--- src/rtl/uart_rx_cfg.sv ---
// Configurable UART receiver: 5..9 data bits, none/odd/even parity, 1 or 2 stop bits.
// Each bit is decided by a 3-sample majority vote around mid-bit.
module uart_rx_cfg #(
    parameter int unsigned UART_BAUD_RATE = 9600,
    parameter int unsigned CLK_FREQ       = 50_000_000,
    parameter int unsigned DATA_BITS      = 8,
    parameter int unsigned PARITY_MODE    = 0,
    parameter int unsigned STOP_BITS      = 1
) (
    input  logic                 sys_clk,
    input  logic                 sys_rst,
    input  logic                 rx,
    output logic [DATA_BITS-1:0] ser_to_para,
    output logic                 flag_end,
    output logic                 parity_err,
    output logic                 frame_err,
    output logic                 busy
);

    localparam int unsigned BAUD_DIV = CLK_FREQ / UART_BAUD_RATE;
    localparam int unsigned HALF     = BAUD_DIV / 2;
    localparam int unsigned CNT_W    = (BAUD_DIV > 1) ? $clog2(BAUD_DIV) : 1;

    localparam logic [CNT_W-1:0] CNT_LAST = CNT_W'(BAUD_DIV - 1);
    localparam logic [CNT_W-1:0] SAMP0    = CNT_W'(HALF - 1);
    localparam logic [CNT_W-1:0] SAMP1    = CNT_W'(HALF);
    localparam logic [CNT_W-1:0] DECIDE   = CNT_W'(HALF + 1);
    localparam logic [3:0]       LAST_DAT = 4'(DATA_BITS - 1);
    localparam logic [3:0]       LAST_STP = 4'(STOP_BITS - 1);
    localparam logic             ODD_PAR  = (PARITY_MODE == 1);

    typedef enum logic [2:0] {
        S_IDLE,
        S_START,
        S_DATA,
        S_PARITY,
        S_STOP,
        S_BREAK
    } state_t;

    state_t               state_q;
    logic                 rx_meta_q, rx_s_q, rx_d_q;
    logic [CNT_W-1:0]     cnt_q, cnt_d;
    logic [3:0]           bit_idx_q;
    logic [DATA_BITS-1:0] shift_q, data_q;
    logic                 s0_q, s1_q;
    logic                 par_err_q, frm_err_q;
    logic                 flag_q, par_out_q, frm_out_q;

    logic maj, exp_par, at_decide, at_wrap;

    always_comb begin
        maj       = (s0_q & s1_q) | (s0_q & rx_s_q) | (s1_q & rx_s_q);
        exp_par   = (^shift_q) ^ ODD_PAR;
        at_decide = (cnt_q == DECIDE);
        at_wrap   = (cnt_q == CNT_LAST);
        cnt_d     = at_wrap ? '0 : cnt_q + 1'b1;
    end

    always_ff @(posedge sys_clk) begin
        if (sys_rst) begin
            state_q   <= S_IDLE;
            rx_meta_q <= 1'b1;
            rx_s_q    <= 1'b1;
            rx_d_q    <= 1'b1;
            cnt_q     <= '0;
            bit_idx_q <= '0;
            shift_q   <= '0;
            data_q    <= '0;
            s0_q      <= 1'b1;
            s1_q      <= 1'b1;
            par_err_q <= 1'b0;
            frm_err_q <= 1'b0;
            flag_q    <= 1'b0;
            par_out_q <= 1'b0;
            frm_out_q <= 1'b0;
        end else begin
            rx_meta_q <= rx;
            rx_s_q    <= rx_meta_q;
            rx_d_q    <= rx_s_q;
            flag_q    <= 1'b0;

            if (state_q != S_IDLE) cnt_q <= cnt_d;
            if (cnt_q == SAMP0) s0_q <= rx_s_q;
            if (cnt_q == SAMP1) s1_q <= rx_s_q;

            case (state_q)
                S_IDLE: begin
                    if (rx_d_q && !rx_s_q) begin
                        state_q   <= S_START;
                        cnt_q     <= '0;
                        par_err_q <= 1'b0;
                        frm_err_q <= 1'b0;
                    end
                end
                S_START: begin
                    if (at_decide && maj) begin
                        state_q <= S_IDLE;
                    end else if (at_wrap) begin
                        state_q   <= S_DATA;
                        bit_idx_q <= '0;
                    end
                end
                S_DATA: begin
                    if (at_decide) shift_q <= {maj, shift_q[DATA_BITS-1:1]};
                    if (at_wrap) begin
                        if (bit_idx_q == LAST_DAT) begin
                            bit_idx_q <= '0;
                            state_q   <= (PARITY_MODE != 0) ? S_PARITY : S_STOP;
                        end else begin
                            bit_idx_q <= bit_idx_q + 4'd1;
                        end
                    end
                end
                S_PARITY: begin
                    if (at_decide && (maj != exp_par)) par_err_q <= 1'b1;
                    if (at_wrap) state_q <= S_STOP;
                end
                S_STOP: begin
                    // The final stop bit completes the frame at mid-bit so the
                    // next start edge can be caught without any idle gap.
                    if (at_decide) begin
                        if (!maj) frm_err_q <= 1'b1;
                        if (bit_idx_q == LAST_STP) begin
                            data_q    <= shift_q;
                            par_out_q <= par_err_q;
                            frm_out_q <= frm_err_q | ~maj;
                            flag_q    <= 1'b1;
                            state_q   <= maj ? S_IDLE : S_BREAK;
                        end
                    end else if (at_wrap) begin
                        bit_idx_q <= bit_idx_q + 4'd1;
                    end
                end
                S_BREAK: begin
                    if (rx_s_q) state_q <= S_IDLE;
                end
                default: state_q <= S_IDLE;
            endcase
        end
    end

    assign ser_to_para = data_q;
    assign flag_end    = flag_q;
    assign parity_err  = par_out_q;
    assign frame_err   = frm_out_q;
    assign busy        = (state_q != S_IDLE);

endmodule

--- config.mk ---
export PLATFORM = sky130hd
export DESIGN_NAME = uart_rx_cfg
export DESIGN_NICKNAME = d
export VERILOG_FILES = /design/src/rtl/uart_rx_cfg.sv
export SDC_FILE = /design/constraint.sdc
export NUM_CORES = 1
export LEC_CHECK = 0
export BUFFER_PORTS_ARGS = -buffer_cell sky130_fd_sc_hd__buf_2
export CAP_MARGIN = 30
export CORE_UTILIZATION = 60
export CTS_CLUSTER_SIZE = 10
export DETAILED_ROUTE_END_ITERATION = 6
export GPL_TIMING_DRIVEN = 1
export PLACE_DENSITY = 0.82
export SLEW_MARGIN = 5
export SYNTH_ARGS = -nofsm -noshare
export SYNTH_HDL_FRONTEND = slang
export SYNTH_SLANG_ARGS = --single-unit
--- constraint.sdc ---
create_clock -name sys_clk -period 5.5 [get_ports sys_clk]
set_input_delay 0.275 -clock sys_clk [delete_from_list [all_inputs] [get_ports sys_clk]]
set_output_delay 0.275 -clock sys_clk [all_outputs]
set_load 0.02 [all_outputs]
==> results.toml <==
[logic_synthesis]
ys.flop_type = "dfxtp_1"
synth.area.mux_share = 0.0905
synth_top_family_by_area = "simple AND/OR/NAND/NOR gates"
synthXorXnorAreaFrac = 0.0352
synth_area_leaders = "dfxtp_1, mux2i_1, nor2_1"
syn_area_per_cell_sq_um = 8.86
synthArstFlopShare = 0
synth_compound_area_frac = 0.159
synth_enable_flop_cells = 0
synth_nets = 261
ys_ff_latch = 46
yosys.area.top_type = "dfxtp_1"
yosys_warnings = 0
synth_cells = 253
ys_types = 48
synthSimpleGateAreaFrac = 0.228
synth_area_sq_um = 2240
yosysTopAreaCellShare = 0.411
synth_fa_ha_area_frac = 0.0324
ys_seq_area_frac = 0.411

[die]
num_io_pins = 15
die_w_um = 63.1
num_rows = 21
die_area_sq_um = 3980
start_util = 0.646
die_h_um = 63.1
core_area_sq_um = 3470

[critical_path]
r2r_slack_ns = 3.19
setup.worst_path.class = "register to register"
cp-end-kind = "register"
reg2reg_from = "cnt_q[7]"
critPathMaxFanout = 12
crit_end = "parity_err"
reg2reg_to = "parity_err"
critPathLaunch = "cnt_q[7]"
arrival_ns = 2.47
reg2regPathDepth = 5
start_kind = "register"
worstPathRequired_ns = 5.65

[sta]
setup_viol = 0
fin_worst_skew_ns = 0.00739
relSlewSlack = 0.475
worst_pin_slew_ns = 0.788
finalHoldWorstSlack_ns = 0.159
rsz0062_at_grt = "false"
fin_crit_ns = 2.31
fin_ws_ns = 3.19
setup_tns_ns = 0
max_freq_mhz = 432
hold_viol_final = 0
fin_crit_sh = 0.421
slew_viol_final = 0

[place]
preCtsSetupSlack_ns = 3.20
placedCellCount = 299
post-dp-hpwl_um = 2880
numPortBuffers = 14
globalplace.congestion = 0.804

[clock_tree]
cts_resized = 0
clock_sinks = 46
clock_latency_ns = 0.30
cts_root_buf = "clkbuf_8"
hold_buffers = 0
htreeDepth = 2
cts_inserted_buffers = 5
clockBufferDepth = 2
cts.reportedPaths.clkPinSlew_ns = 0.09
cts_tree = "done"
postCtsSetupBuffers = 0

[run]
cap_violations = 0

[grt]
grt_pass1_vias = 1590
grt_pass1_wl_um = 7270
antenna_found_initial = 0
gr-usage-all-layers = 0.234
overflow = 0
grt_max_degree = 49

[cells_and_area]
antennaDiodeCount = 0
n_fill_cell = 281
multi_input_area_sq_um = 1220
final_nets = 268
synthToLayoutAreaGrowth_pct = 7.87
final_cells = 307
drive_above_1_share = 0.123
regArea_sq_um = 921

[routing]
drc_errors = 0
wl_per_cell_um = 13.7
vias_per_cell = 5.85
drt_iter0_drc = 117
antenna_left = 0
dr.pass1.iters = 4
vias = 1796
wl_um = 4190

[pwr]
p_per_area_nw_per_um2 = 309
peakVddDrop_uv = 190
p_leak_nw = 0.847

[hold_path]
hold_class = "input pin to register"

[status]
status = "complete, no violations"
-- metrics by stage --
stage	power [mW]	utilization	area, sq um
3_3_place_gp	0.507	0.666	2310
5_1_grt	0.787	0.697	2420
2_1_floorplan	0.478	-	2240
3_5_place_dp	0.507	0.666	2310
4_1_cts	0.753	0.697	2420
6_report	0.748	0.697	2420
-- power by group --
| group | internal [mW] | total, mW | switching (mW) | leakage, nW |
|---|---|---|---|---|
| Sequential | 0.341 | 0.359 | 0.0176 | 0.371 |
| Clock | 0.134 | 0.246 | 0.112 | 0.0579 |
| Combinational | 0.0486 | 0.143 | 0.0944 | 0.418 |
-- worst min-delay path by stage --
stage               from   endpoint  slack, ns  cells past startpoint
3_5_place_dp   rx_meta_q     rx_s_q       0.40                      1
6_report              rx  rx_meta_q       0.16                      2
2_1_floorplan         rx  rx_meta_q       0.38                      1
5_1_grt               rx  rx_meta_q       0.15                      2
4_1_cts               rx  rx_meta_q       0.15                      2
3_3_place_gp   rx_meta_q     rx_s_q       0.39                      1
-- flip-flops by register name (all words and copies together), names as in the netlist --
| signal | flops |
|---|---|
| bit_idx_q | 4 |
| state_q | 3 |
| cnt_q | 13 |
| s1_q | 1 |
| par_err_q | 1 |
| flag_end | 1 |
| parity_err | 1 |
| ser_to_para | 8 |
| rx_meta_q | 1 |
| frame_err | 1 |
| rx_s_q | 1 |
| frm_err_q | 1 |
| rx_d_q | 1 |
| s0_q | 1 |
| shift_q | 8 |
-- placed cells by master, fill, tap and decap left out, types with 2 or more instances in the layout --
cell	netlist	layout
inv_1	8	8
mux2i_1	18	18
ha_1	5	5
nor2b_1	5	5
nor4_1	2	2
a22oi_1	3	3
nor2_1	31	31
dfxtp_1	46	46
a211o_1	2	2
clkbuf_8	0	5
nand3_1	12	12
nand2b_1	5	5
a311oi_1	10	10
a41oi_1	6	6
and3_1	2	2
nand2_1	19	19
xnor2_1	7	7
buf_2	0	14
o21ai_0	7	7
a21oi_1	13	13
clkinv_2	0	2
a21o_1	3	3
or2_2	3	3
nor3_1	7	7
xor2_1	2	2
-- final cells by class --
cell class	count	area share
well taps	46	0.0238
flip-flops and latches	46	0.381
clock buffers	5	0.0285
inverters	8	0.0124
multi-input cells	184	0.506
clock inverters	3	0.0166
repair buffers	15	0.0321
-- logic make-up after synthesis --
group	count (synthesis)
AOI/OAI and AO/OA	51
buffers and inverters	23
muxes	20
adders and majority gates	6
and+or+nand+nor	98
xor gates and xnor gates	9
DFF	46
-- Yosys cell counts, drive strengths merged, types with 5 or more instances --
master,number
nor2,31
inv,8
nor2b,5
clkbuf,12
nand3,12
a311oi,10
mux2i,18
o21ai,7
xnor2,7
a41oi,6
nand2b,5
dfxtp,46
nor3,8
ha,5
nand2,19
a21oi,13
-- routing by layer --
metal	global-route usage	vias to the layer above	share of wire
met2	0.364	37	0.45
met4	0.0901	0	0.014
met1	0.310	824	0.49
met3	0.0598	5	0.046
li1	-	930	-
met5	0	-	0
-- worst max-delay path, cell delays in order, from the launching register on --
cell and delay (ns):
dfxtp_1 0.39, or4b_4 0.55, nor4_1 0.29, and3_1 0.61, mux2i_1 0.27, nor2_1 0.06
(Power assumes the default switching activity.)
